===== src/rtl/ram_arbiter_pkg.sv =====
// ram_arb_pkg: shared types and lane helpers for the two-requester RAM data-port arbiter.
//   state_t    : arbiter FSM states
//   mem_size_t : request access size encoding (byte / half / word / illegal)
//   byte_en, store_align, load_extract : lane helpers used by mem_lane_fmt
package ram_arb_pkg;

  localparam int NUM_REQ = 2;

  typedef enum logic [1:0] {
    IDLE  = 2'd0,
    ISSUE = 2'd1,
    RESP  = 2'd2
  } state_t;

  typedef enum logic [1:0] {
    SZ_B   = 2'b00,
    SZ_H   = 2'b01,
    SZ_W   = 2'b10,
    SZ_BAD = 2'b11
  } mem_size_t;

  function automatic logic [3:0] byte_en(mem_size_t size, logic [1:0] off);
    case (size)
      SZ_B:    byte_en = 4'b0001 << off;
      SZ_H:    byte_en = 4'b0011 << off;
      SZ_W:    byte_en = 4'b1111;
      default: byte_en = 4'b0000;
    endcase
  endfunction

  // Store data is right-aligned by the requester; replicating it across the
  // lanes lets the byte enables alone pick the target lane.
  function automatic logic [31:0] store_align(mem_size_t size, logic [31:0] data);
    case (size)
      SZ_B:    store_align = {4{data[7:0]}};
      SZ_H:    store_align = {2{data[15:0]}};
      SZ_W:    store_align = data;
      default: store_align = 32'h0;
    endcase
  endfunction

  function automatic logic [31:0] load_extract(mem_size_t size, logic [1:0] off,
                                               logic uns, logic [31:0] word);
    logic [31:0] sh;
    sh = word >> {off, 3'b000};
    case (size)
      SZ_B:    load_extract = {{24{~uns & sh[7]}}, sh[7:0]};
      SZ_H:    load_extract = {{16{~uns & sh[15]}}, sh[15:0]};
      SZ_W:    load_extract = sh;
      default: load_extract = 32'h0;
    endcase
  endfunction

endpackage


===== src/rtl/ram_arbiter_if.sv =====
// ram_arbiter_if: request/response bundle for both requesters plus the RAM data port.
//   req_*      : per-requester request handshake and payload
//   rsp_*      : response pulse, error flag and formatted load data
//   mem_*      : RAM data-port controls, write data and registered read data
// Modports: slave = the arbiter, master = requesters and RAM together.
interface ram_arbiter_if #(
  parameter int ADDR_WIDTH = 32,
  parameter int MEM_AW     = 10
);
  import ram_arb_pkg::*;

  logic [NUM_REQ-1:0]                 req_valid;
  logic [NUM_REQ-1:0]                 req_ready;
  logic [NUM_REQ-1:0]                 req_we;
  logic [NUM_REQ-1:0][ADDR_WIDTH-1:0] req_addr;
  logic [NUM_REQ-1:0][1:0]            req_size;
  logic [NUM_REQ-1:0]                 req_unsigned;
  logic [NUM_REQ-1:0][31:0]           req_wdata;

  logic [NUM_REQ-1:0]                 rsp_valid;
  logic                               rsp_err;
  logic [31:0]                        rsp_rdata;

  logic                               mem_clk_en;
  logic                               mem_read_req;
  logic [MEM_AW-1:0]                  mem_addr;
  logic                               mem_we;
  logic [3:0]                         mem_be;
  logic [31:0]                        mem_wdata;
  logic [31:0]                        mem_rdata;

  modport slave (
    input  req_valid, req_we, req_addr, req_size, req_unsigned, req_wdata, mem_rdata,
    output req_ready, rsp_valid, rsp_err, rsp_rdata,
           mem_clk_en, mem_read_req, mem_addr, mem_we, mem_be, mem_wdata
  );

  modport master (
    output req_valid, req_we, req_addr, req_size, req_unsigned, req_wdata, mem_rdata,
    input  req_ready, rsp_valid, rsp_err, rsp_rdata,
           mem_clk_en, mem_read_req, mem_addr, mem_we, mem_be, mem_wdata
  );

endinterface


===== src/rtl/ram_arbiter_mem_lane_fmt.sv =====
// mem_lane_fmt: combinational lane formatter between a sized request and the 32-bit RAM port.
//   size, off, uns : latched request size, byte offset and zero-extend flag
//   wdata          : right-aligned store data
//   rword          : raw RAM read word
//   be, wdata_lane : byte enables and lane-replicated store data
//   rdata          : shifted, truncated and extended load data
module mem_lane_fmt
  import ram_arb_pkg::*;
(
  input  mem_size_t   size,
  input  logic [1:0]  off,
  input  logic        uns,
  input  logic [31:0] wdata,
  input  logic [31:0] rword,
  output logic [3:0]  be,
  output logic [31:0] wdata_lane,
  output logic [31:0] rdata
);

  assign be         = byte_en(size, off);
  assign wdata_lane = store_align(size, wdata);
  assign rdata      = load_extract(size, off, uns, rword);

endmodule


===== src/rtl/ram_arbiter.sv =====
// ram_arbiter: shares the block-RAM data port between the load/store unit (0) and the
// debug/program loader (1), one outstanding request at a time, round-robin on contention.
//   clk, rst : clock, asynchronous active-high reset
//   clk_en   : global enable; FSM, request latch and round-robin pointer advance only when high
//   bus      : ram_arbiter_if.slave (requests, responses, RAM data port)
//
// state | meaning
// IDLE  | waiting for a request; grants and latches one
// ISSUE | drives the RAM read or write for the latched request
// RESP  | one-cycle response to the granted requester
module ram_arbiter
  import ram_arb_pkg::*;
#(
  parameter int ADDR_WIDTH = 32,
  parameter int DATA_WIDTH = 32,
  parameter int MEM_WORDS  = 1024,
  parameter int MEM_AW     = 10
) (
  input  logic          clk,
  input  logic          rst,
  input  logic          clk_en,
  ram_arbiter_if.slave  bus
);

  state_t                 state, state_nxt;
  logic                   last_g;
  logic                   g_q;
  logic                   we_q;
  logic                   uns_q;
  logic                   err_q;
  mem_size_t              size_q;
  logic [MEM_AW+1:0]      addr_q;
  logic [DATA_WIDTH-1:0]  wdata_q;

  logic                   any_valid;
  logic                   g_sel;
  logic                   accept;
  logic                   req_err;
  logic [ADDR_WIDTH-1:0]  sel_addr;
  mem_size_t              sel_size;

  logic [3:0]             fmt_be;
  logic [DATA_WIDTH-1:0]  fmt_wdata;
  logic [DATA_WIDTH-1:0]  fmt_rdata;

  // On contention the requester not served last wins; otherwise the lone
  // valid one is taken.
  always_comb begin
    any_valid = |bus.req_valid;
    if (&bus.req_valid) g_sel = ~last_g;
    else                g_sel = bus.req_valid[1];
    sel_addr = bus.req_addr[g_sel];
    sel_size = mem_size_t'(bus.req_size[g_sel]);
  end

  always_comb begin
    case (sel_size)
      SZ_BAD:  req_err = 1'b1;
      SZ_H:    req_err = sel_addr[0];
      SZ_W:    req_err = |sel_addr[1:0];
      default: req_err = 1'b0;
    endcase
    if ({2'b00, sel_addr[ADDR_WIDTH-1:2]} >= ADDR_WIDTH'(MEM_WORDS)) req_err = 1'b1;
  end

  // Ready is qualified by clk_en so that a visible handshake always means the
  // request was actually latched.
  assign accept = (state == IDLE) && any_valid && clk_en;

  always_ff @(posedge clk or posedge rst) begin
    if (rst) begin
      state   <= IDLE;
      last_g  <= 1'b1;
      g_q     <= 1'b0;
      we_q    <= 1'b0;
      uns_q   <= 1'b0;
      err_q   <= 1'b0;
      size_q  <= SZ_B;
      addr_q  <= '0;
      wdata_q <= '0;
    end else if (clk_en) begin
      state <= state_nxt;
      if (accept) begin
        last_g  <= g_sel;
        g_q     <= g_sel;
        we_q    <= bus.req_we[g_sel];
        uns_q   <= bus.req_unsigned[g_sel];
        err_q   <= req_err;
        size_q  <= sel_size;
        addr_q  <= sel_addr[MEM_AW+1:0];
        wdata_q <= bus.req_wdata[g_sel];
      end
    end
  end

  mem_lane_fmt u_fmt (
    .size       (size_q),
    .off        (addr_q[1:0]),
    .uns        (uns_q),
    .wdata      (wdata_q),
    .rword      (bus.mem_rdata),
    .be         (fmt_be),
    .wdata_lane (fmt_wdata),
    .rdata      (fmt_rdata)
  );

  assign bus.mem_clk_en = clk_en;

  // RAM controls decode the state directly, so an async reset in ISSUE
  // removes the write strobe before the next edge.
  always_comb begin
    state_nxt        = state;
    bus.req_ready    = '0;
    bus.rsp_valid    = '0;
    bus.rsp_err      = 1'b0;
    bus.rsp_rdata    = '0;
    bus.mem_read_req = 1'b0;
    bus.mem_we       = 1'b0;
    bus.mem_addr     = '0;
    bus.mem_be       = '0;
    bus.mem_wdata    = '0;
    case (state)
      IDLE: begin
        if (any_valid) begin
          bus.req_ready[g_sel] = clk_en;
          state_nxt = req_err ? RESP : ISSUE;
        end
      end
      ISSUE: begin
        bus.mem_addr = addr_q[MEM_AW+1:2];
        if (we_q) begin
          bus.mem_we    = 1'b1;
          bus.mem_be    = fmt_be;
          bus.mem_wdata = fmt_wdata;
        end else begin
          bus.mem_read_req = 1'b1;
        end
        state_nxt = RESP;
      end
      RESP: begin
        bus.rsp_valid[g_q] = 1'b1;
        bus.rsp_err        = err_q;
        if (!err_q && !we_q) bus.rsp_rdata = fmt_rdata;
        state_nxt = IDLE;
      end
      default: state_nxt = IDLE;
    endcase
  end

endmodule


===== src/flat_wrapper.sv =====
// flat-port wrapper written by rule: the top's interface ports become plain ports
module ram_arbiter_flat import ram_arb_pkg::*;
#(
  parameter int ADDR_WIDTH = 32,
  parameter int DATA_WIDTH = 32,
  parameter int MEM_WORDS  = 1024,
  parameter int MEM_AW     = 10
)
  (clk, rst, clk_en, bus_req_valid, bus_req_we, bus_req_addr, bus_req_size, bus_req_unsigned, bus_req_wdata, bus_mem_rdata, bus_req_ready, bus_rsp_valid, bus_rsp_err, bus_rsp_rdata, bus_mem_clk_en, bus_mem_read_req, bus_mem_addr, bus_mem_we, bus_mem_be, bus_mem_wdata);
  ram_arbiter_if #(.ADDR_WIDTH(ADDR_WIDTH), .MEM_AW(MEM_AW)) bus_i ();
  input  logic clk;
  input  logic rst;
  input  logic clk_en;
  input wire logic [$bits(bus_i.req_valid)-1:0] bus_req_valid;
  input wire logic [$bits(bus_i.req_we)-1:0] bus_req_we;
  input wire logic [$bits(bus_i.req_addr)-1:0] bus_req_addr;
  input wire logic [$bits(bus_i.req_size)-1:0] bus_req_size;
  input wire logic [$bits(bus_i.req_unsigned)-1:0] bus_req_unsigned;
  input wire logic [$bits(bus_i.req_wdata)-1:0] bus_req_wdata;
  input wire logic [$bits(bus_i.mem_rdata)-1:0] bus_mem_rdata;
  output wire logic [$bits(bus_i.req_ready)-1:0] bus_req_ready;
  output wire logic [$bits(bus_i.rsp_valid)-1:0] bus_rsp_valid;
  output wire logic [$bits(bus_i.rsp_err)-1:0] bus_rsp_err;
  output wire logic [$bits(bus_i.rsp_rdata)-1:0] bus_rsp_rdata;
  output wire logic [$bits(bus_i.mem_clk_en)-1:0] bus_mem_clk_en;
  output wire logic [$bits(bus_i.mem_read_req)-1:0] bus_mem_read_req;
  output wire logic [$bits(bus_i.mem_addr)-1:0] bus_mem_addr;
  output wire logic [$bits(bus_i.mem_we)-1:0] bus_mem_we;
  output wire logic [$bits(bus_i.mem_be)-1:0] bus_mem_be;
  output wire logic [$bits(bus_i.mem_wdata)-1:0] bus_mem_wdata;
  assign bus_i.req_valid = bus_req_valid;
  assign bus_i.req_we = bus_req_we;
  assign bus_i.req_addr = bus_req_addr;
  assign bus_i.req_size = bus_req_size;
  assign bus_i.req_unsigned = bus_req_unsigned;
  assign bus_i.req_wdata = bus_req_wdata;
  assign bus_i.mem_rdata = bus_mem_rdata;
  assign bus_req_ready = bus_i.req_ready;
  assign bus_rsp_valid = bus_i.rsp_valid;
  assign bus_rsp_err = bus_i.rsp_err;
  assign bus_rsp_rdata = bus_i.rsp_rdata;
  assign bus_mem_clk_en = bus_i.mem_clk_en;
  assign bus_mem_read_req = bus_i.mem_read_req;
  assign bus_mem_addr = bus_i.mem_addr;
  assign bus_mem_we = bus_i.mem_we;
  assign bus_mem_be = bus_i.mem_be;
  assign bus_mem_wdata = bus_i.mem_wdata;
  ram_arbiter #(.ADDR_WIDTH(ADDR_WIDTH), .DATA_WIDTH(DATA_WIDTH), .MEM_WORDS(MEM_WORDS), .MEM_AW(MEM_AW)) u_core (.clk(clk), .rst(rst), .clk_en(clk_en), .bus(bus_i));
endmodule

===== config.mk =====
export PLATFORM = sky130hd
export DESIGN_NAME = ram_arbiter_flat
export DESIGN_NICKNAME = d
export VERILOG_FILES = /design/src/rtl/ram_arbiter_pkg.sv /design/src/rtl/ram_arbiter_if.sv /design/src/rtl/ram_arbiter_mem_lane_fmt.sv /design/src/rtl/ram_arbiter.sv /design/src/flat_wrapper.sv
export SDC_FILE = /design/constraint.sdc
export NUM_CORES = 1
export LEC_CHECK = 0
export BUFFER_PORTS_ARGS = -buffer_cell sky130_fd_sc_hd__buf_2
export CORE_AREA = 2 2 115 89
export DETAILED_ROUTE_END_ITERATION = 8
export DIE_AREA = 0 0 117 91
export HOLD_SLACK_MARGIN = 0.15
export PLACE_DENSITY = 0.8
export RECOVER_POWER = 50
export SLEW_MARGIN = 20
export SYNTH_ARGS = -nofsm -noshare
export SYNTH_HDL_FRONTEND = slang
export SYNTH_SLANG_ARGS = --single-unit

===== constraint.sdc =====
create_clock -name clk -period 1.9 [get_ports clk]
set_input_delay 0.285 -clock clk [delete_from_list [all_inputs] [get_ports clk]]
set_output_delay 0.285 -clock clk [all_outputs]
set_load 0.03 [all_outputs]

# After elaboration in Yosys (flattened, before gate mapping)
# Index checks and enable logic that the tools add are counted.
# word_totals
regBits,53
in_bits,173
out_inout_bits,86
elab_cells,82
# classes
magnitude_cmp,5
eq_ne,8
n_shift,3
mux,38
n_bitwise,5
n_reduce_logical,14
# ops
cell,count
two-way mux 32 bit,8
one-hot mux 32 bit (3 select lines),2
>> shifter 32 x 5 -> 32 bit,1
greater-or-equal comparator 30 x 11 -> 1 bit (second input constant),1
two-way mux 2 bit,7
two-way mux 1 bit,13
one-hot mux 4 bit (3 select lines),1
two-way mux 10 bit,1
== test 2 bit (second input constant),4
two-way mux 4 bit,2
== test 2 x 1 -> 1 bit (second input constant),3
AND reduction 2 bit,3
logical AND 1 bit,5
logical NOT 2 bit,2
< comparator 1 x 2 -> 1 bit (second input constant),2
one-hot mux 2 bit (2 select lines),1
OR reduction 2 bit,2
left shift 1 x 2 -> 4 bit (first input constant),1
left shift 2 x 2 -> 4 bit (first input constant),1
one-hot mux 1 bit (3 select lines),1
AND 1 bit,2
AND 2 bit,1
demux 1 bit (select 1 bit),2
greater-or-equal comparator 1 bit (second input constant),2
other kinds (3),5

# Longest topological paths before layout
# Gate-level depths: netlist of run 1.
# depth
word_depth,10
mapped_depth,6
mapped_depth_nobuf,4

# Modules after synthesis
# From an unflattened synthesis of run 1, not the netlist that was laid out.
# hier_totals
cells_unflattened,539
area_unflattened_um2,4398.0
# modules_own_cells
module,instances,cells_per_inst,area_each_um2,seq_area_each_um2
ram_arbiter,1,349,3159.3,1327.5
mem_lane_fmt,1,190,1238.7,0.0

# Worst setup path after synthesis of run 1
# Ideal clock, no wire load.
# synth_path
path_type,reg-to-output
startpoint,register u_core.addr_q[0]
endpoint,output port bus_rsp_rdata[6]
arrival_ps,1910
setup_slack_ps,-295
path_stages_with_launch,6
path_cell_list,dfrtp_1 > buf_4 > clkbuf_1 > clkbuf_1 > a211oi_1 > a211oi_1
# synth_via
elab_chain_cells,4
# synth_lines
element,line_no,source
start: declaration,ram_arbiter.sv:32,logic [MEM_AW+1:0] addr_q;
start signal: assignment,ram_arbiter.sv:90,addr_q <= sel_addr[MEM_AW+1:0];
>> shifter 32 x 5 -> 32 bit,ram_arbiter_pkg.sv:45,"sh = word >> {off, 3'b000};"
one-hot mux 32 bit (3 select lines),ram_arbiter_pkg.sv:46,case (size)
two-way mux 32 bit,ram_arbiter.sv:143,if (!err_q && !we_q) bus.rsp_rdata = fmt_rdata;
two-way mux 32 bit,ram_arbiter.sv:122,case (state)
end: declaration,flat_wrapper.sv:24,output wire logic [$bits(bus_i.rsp_rdata)-1:0] bus_rsp_rdata;
# Every way passes these cells.

# Worst setup path in the final report of run 1
# layout_path
startpoint,register u_core.addr_q[1]
endpoint,output port bus_rsp_rdata[26]
# layout_via
elab_chain_cells,5
elab_cells_between_ends,6
# layout_lines
element,line_no
>> shifter 32 x 5 -> 32 bit (*),ram_arbiter_pkg.sv:45
"AND 1 bit, on equally long branches","ram_arbiter_pkg.sv:48, ram_arbiter_pkg.sv:47"
one-hot mux 32 bit (3 select lines) (*),ram_arbiter_pkg.sv:46
two-way mux 32 bit (*),ram_arbiter.sv:143
two-way mux 32 bit (*),ram_arbiter.sv:122
# Every way passes the cells marked *; elsewhere a longest branch is shown, timed or not.

==> flow_metrics.tcl, run 1 <==
set metrics [dict create \
    wl_um 18100 \
    layout_commonest_cell "buf_2" \
    numPortBuffers 258 \
    yosysTopAreaCell "dfrtp_1" \
    relSlewSlack 0.187 \
    synthCells 522 \
    synth_fp_nets 695 \
    ff2ff_path_depth 5 \
    endpoint "bus_rsp_rdata[26]" \
    ant_nets 0 \
    track_usage 0.311 \
    period_share 1.19 \
    seq_power_share 0.309 \
    crit_buf_inv 2 \
    critPathMaxStageDelay_ps 560 \
    pwr-share-comb 0.518 \
    row_count 31 \
    ctsLongestPathBuffers 2 \
    finalWeightedCongestion 0.916 \
    drc 0 \
    grt_antenna_before_repair 0 \
    timing.fmax_mhz 442 \
    yosysTopAreaCellShare 0.327 \
    cpLargestDelayFamily "multiplexers" \
    cts-root-buf "clkbuf_16" \
    critPathRequiredTime_ps 1620 \
    status "finished with violations" \
    vias_per_cell 5.72 \
    hold_viol 0 \
    hpwlAfterDp_um 11700 \
    async_flop_share 1.00 \
    area_growth_pct 76.6 \
    dieWidth_um 117 \
    syn-cell-area_mm2 0.00398 \
    drive_gt1_frac 0.560 \
    ff_latch_area_mm2 0.00133 \
    core_mm2 0.00950 \
    endpoint_kind "output pin" \
    yosysWarnings 0 \
    power_mw 5.64 \
    first_global_vias 5227 \
    htree_levels 2 \
    timing.rr.end "u_core.wdata_q[17]" \
    skew_ps 7.30 \
    final.setup.worst_slack_ps -364 \
    numCtsBuffers 5 \
    grt.overflow.total 0 \
    path_cells "mux4_2 -> nand2_4 -> a21boi_4 -> buf_12 -> a21oi_2 -> buf_6" \
    peakVddDrop_mv 0.481 \
    power.switching_mw 2.23 \
    cp_slowest_cell "mux4_2" \
    cap_violations 0 \
    cts_tree "yes" \
    clk_pin_slew_worst_paths_ps 80 \
    setup_viol 69 \
    crit_cells 6 \
    crit_fanout 9 \
    ys_types 41 \
    seq_area_frac_synth 0.333 \
    worstSkewPairLatency_ps 300 \
    p_leak_nw 3.34 \
    wire_per_inst_um 19.0 \
    worst_pin_slew_ps 1220 \
    violations "negative setup slack" \
    startpoint "u_core.addr_q[1]" \
    slew_viol_final 0 \
    layout_common_cells "buf_2 (198), nand2_1 (117), buf_4 (70)" \
    first_pass_iters 5 \
    swShare 0.396 \
    intPower_mw 3.40 \
    arrival_ps 1980 \
    synth_seq_cells 53 \
    initial_core_util 0.419 \
    multiInputGateArea_mm2 0.00295 \
    num_vias 5446 \
    rr_startpoint "u_core.state[0]" \
    synth_area_leaders "dfrtp_1 (33%), nand2_1 (11%), a32oi_1 (7.7%)" \
    drt_iter0_drc 381 \
    synth_edf_count 0 \
    clock-sinks 53 \
    die-area_mm2 0.0106 \
    grt_first_pass_wirelength_um 25900 \
    synthFlopType "dfrtp_1" \
    diodes 0 \
    power.density_mw_per_mm2 801 \
    ios 259 \
    syn_area_per_cell_um2 7.63 \
    die_y_um 91 \
    grt_max_degree 54 \
    finalInstanceArea_mm2 0.00704 \
    placed_area_mm2 0.00567 \
    hp-class "in2reg" \
    fillCellCount 637 \
    p_clk_frac 0.173 \
    pre_cts_ws_ps -301 \
    post-route-min-period_ps 2260 \
    start_kind "flip-flop" \
    rsz0062_at_grt "yes" \
    crit_type "reg2out" \
    nNetsFinal 992 \
    reg2reg_setup_slack_ps 40 \
]
## power groups by stage
stage	Combinational (mW)	Clock [mW]	Sequential (mW)
2_1_floorplan	1.34	0	1.58
6_report	2.92	0.973	1.74
3_5_place_dp	1.91	0	1.68
5_1_grt	3.13	1.04	1.77
4_1_cts	2.53	0.982	1.68
3_3_place_gp	1.84	0	1.66
## cell type report
type,count,area share
repair buffers,336,0.345
multi-input cells,420,0.419
well taps,132,0.0235
clock inverters,3,0.00409
clock buffers,5,0.0178
flip-flops and latches,53,0.189
inverters,3,0.00160
## registers in the layout (all words and copies together), names as in the netlist
name            cells
u_core.addr_q      12
u_core.err_q        1
u_core.g_q          1
u_core.last_g       1
u_core.size_q       2
u_core.state        2
u_core.uns_q        1
u_core.wdata_q     32
u_core.we_q         1
## metal layers
metal  up-vias  global-route usage  share of wire
li1       2460                   -              -
met1      2560               0.367           0.37
met2       348               0.555           0.50
met3        78              0.0561          0.080
met4         0               0.115          0.045
met5         -                   0              0
## metrics by stage
stage	util	setup TNS [ps]	hold WS (ps)	cells
after CTS	0.709	-11330	188	941
after global routing	0.740	-18430	192	952
after floorplan	-	-1750	408	522
after detailed placement	0.596	-4120	356	908
after global placement	0.596	-2730	357	908
final	0.740	-11630	191	952
## worst min path at each step
stage	start	to	slack, ps	depth (start not counted)
after detailed placement	rst	u_core.addr_q[2]	360	3
after global placement	rst	u_core.addr_q[1]	360	3
after floorplan	bus_req_unsigned[1]	u_core.uns_q	410	2
after CTS	bus_req_wdata[36]	u_core.wdata_q[4]	190	3
final	bus_req_wdata[37]	u_core.wdata_q[5]	190	3
after global routing	bus_req_wdata[37]	u_core.wdata_q[5]	190	3
## what timing repair did
action | CTS | global route
endpoints found under the setup margin | 70 | 70
hold buffers | 1 | 0
pin swaps | 20 | 14
resized for setup | 186 | 59
buffers inserted | 20 | 12
hold endpoints to repair | 52 | 0
cloned | 5 | 2
## Yosys cell counts (2+ instances only)
| master | instances |
|---|---|
| nand2_1 | 118 |
| nor2_1 | 54 |
| dfrtp_1 | 52 |
| a21oi_1 | 51 |
| a32oi_1 | 35 |
| and2_1 | 27 |
| nor2b_1 | 24 |
| clkbuf_1 | 19 |
| a2bb2oi_1 | 16 |
| a211oi_1 | 15 |
| a31oi_1 | 15 |
| buf_2 | 13 |
| nor4_1 | 10 |
| mux2_2 | 8 |
| mux2i_1 | 8 |
| buf_4 | 7 |
| o21a_1 | 7 |
| o21ai_0 | 7 |
| buf_6 | 4 |
| buf_1 | 3 |
| inv_1 | 3 |
| nor3_1 | 3 |
| a21o_1 | 2 |
| nand2b_1 | 2 |
| nand4_1 | 2 |
| o22ai_1 | 2 |
## cells by family (layout without fill, tap and decap cells)
group	after synthesis	after routing	synth area share
and+or+nand+nor	247	247	0.281
AOI/OAI and AO/OA	156	156	0.273
DFF	53	53	0.333
buffers and inverters	49	347	0.0644
muxes	17	17	0.0484
## worst register-to-register path, stage by stage (launching register included)
cell      delay [ps]
dfrtp_1          410
or3b_1           460
or2_0            320
clkbuf_4         340
nand2_1          160
nand2_1           60
Note: power is estimated with default switching activity, not from simulation.
==> inputs of run 2 (changes only) <==
CORE_AREA = 2 2 110 85   (was 2 2 115 89)
DIE_AREA = 0 0 112 87   (was 0 0 117 91)
PLACE_DENSITY = 0.86   (was 0.8)
clock period = 2.7 ns   (was 1.9 ns; I/O delays follow)
==> run 2 against run 1 <==
Compared with the run above: the flow finishes with violations (max-capacitance violations, max-slew violations); utilization down 12 points; setup slack gained 520 ps; sequential power decreased by 32%; total power decreased by 46%; non-clock buffer count shrank 58; clock power is 33% lower; first-iteration DRC count down 8.1%; critical path depth unchanged; critical path type unchanged; worst hold slack better by 130 ps.
==> flow_metrics.tcl, run 2 (synthesis results as in run 1) <==
set metrics [dict create \
    cap_violations 1 \
    seq_power_share 0.391 \
    p_clk_frac 0.213 \
    num_vias 4919 \
    rsz0062_at_grt "no" \
    power.density_mw_per_mm2 559 \
    setup_viol 0 \
    grt_first_pass_wirelength_um 22100 \
    ant_nets 0 \
    nNetsFinal 934 \
    grt_max_degree 46 \
    track_usage 0.276 \
    placed_area_mm2 0.00533 \
    diodes 0 \
    largest_reg_flops 32 \
    dieWidth_um 112 \
    drt_iter0_drc 350 \
    post-route-util 0.620 \
    endpoint_kind "output pin" \
    vias_per_cell 5.63 \
    finalInstanceArea_mm2 0.00545 \
    hpwlAfterDp_um 10900 \
    worstSkewPairLatency_ps 290 \
    relSlewSlack -0.173 \
    reg2reg_setup_slack_ps 510 \
    ff_latch_area_mm2 0.00133 \
    cts-root-buf "clkbuf_16" \
    first_pass_iters 6 \
    fillCellCount 796 \
    multiInputGateArea_mm2 0.00241 \
    first_global_vias 4607 \
    crit_fanout 30 \
    status "finished with violations" \
    arrival_ps 2140 \
    row_count 30 \
    grt.overflow.total 0 \
    wire_per_inst_um 16.2 \
    critPathRequiredTime_ps 2300 \
    crit_type "reg2out" \
    swShare 0.385 \
    period_share 0.944 \
    numPortBuffers 258 \
    core_mm2 0.00878 \
    post-route-min-period_ps 2550 \
    start_kind "flip-flop" \
    numCtsBuffers 5 \
    timing.fmax_mhz 392 \
    worst_pin_slew_ps 1760 \
    area_growth_pct 36.8 \
    violations "max-capacitance violations, max-slew violations" \
    fin_tns_setup_ps 0 \
    clk_pin_slew_worst_paths_ps 70 \
    power.switching_mw 1.17 \
    hold_viol 0 \
    ctsLongestPathBuffers 2 \
    peakVddDrop_mv 0.328 \
    drc 0 \
    die_y_um 87 \
    initial_core_util 0.454 \
    slew_viol_final 46 \
    reg_top3 "u_core.wdata_q x32, u_core.addr_q x12" \
    cts_tree "yes" \
    htree_levels 2 \
    pwr-share-comb 0.396 \
    power_mw 3.04 \
    ios 259 \
    regMostFlops "u_core.wdata_q" \
    wl_um 14200 \
    layout_common_cells "buf_2 (245), nand2_1 (118), nor2_1 (53)" \
    p_leak_nw 2.79 \
    skew_ps 6.57 \
    die-area_mm2 0.00974 \
    finalWeightedCongestion 1.03 \
    cts_hold_buffers 0 \
    hp-class "in2reg" \
    grt_antenna_before_repair 0 \
    intPower_mw 1.87 \
    drive_gt1_frac 0.375 \
    clock-sinks 53 \
    layout_commonest_cell "buf_2" \
]
## run 2: critical path, stage by stage, from the launching register on
cell and delay, ps:
dfrtp_1 370, buf_4 350, mux2i_1 230, o2bb2ai_1 150
a21boi_4 420, a21oi_1 130, buf_2 200
## run 2: layer usage
| metal | routed length (um) | vias up | global-route usage |
|---|---|---|---|
| li1 | - | 2340 | - |
| met3 | 955 | 24 | 0.0376 |
| met5 | 0 | - | 0 |
| met4 | 255 | 0 | 0.0721 |
| met1 | 5830 | 2310 | 0.350 |
| met2 | 7140 | 245 | 0.504 |
## run 2: power by group through the flow
stage | logic [mW] | registers [mW] | clock network (mW)
floorplan | 0.913 | 1.11 | 0
global placement | 1.15 | 1.19 | 0
detailed placement | 1.20 | 1.20 | 0
CTS | 1.20 | 1.19 | 0.663
global route | 1.34 | 1.22 | 0.700
finish | 1.20 | 1.19 | 0.648
## run 2: layout make-up
class,instances,share of cell area
Clock inverter,3,0.00459
Multi-Input combinational cell,420,0.442
Clock buffer,5,0.0230
Timing Repair Buffer,278,0.259
Sequential cell,53,0.244
Inverter,3,0.00207
Tap cell,112,0.0257
## run 2: what timing repair did
item	4_1_cts	5_1_grt
hold endpoints to repair	0	0
buffers inserted	0	0
gates resized for setup	1	0
setup endpoints to repair	1	0
## run 2: worst paths after layout
path | cells after the start | endpoint | startpoint
max in group asynchronous | 2 | u_core.size_q[1] | rst
worst max-delay path | 6 | bus_rsp_rdata[23] | u_core.addr_q[1]
worst min-delay path | 3 | u_core.wdata_q[18] | bus_req_wdata[50]
worst min register to register | 2 | u_core.wdata_q[27] | u_core.wdata_q[27]
worst max register to register | 5 | u_core.state[0] | u_core.last_g
min in group asynchronous | 2 | u_core.addr_q[2] | rst
## run 2: through the flow
| stage | cells | worst slack, ps | hold WS (ps) |
|---|---|---|---|
| after floorplan | 522 | 385 | 438 |
| after global placement | 866 | 424 | 452 |
| after detailed placement | 866 | 314 | 456 |
| after CTS | 874 | 150 | 317 |
| after global routing | 874 | 12.0 | 322 |
| final | 874 | 152 | 322 |
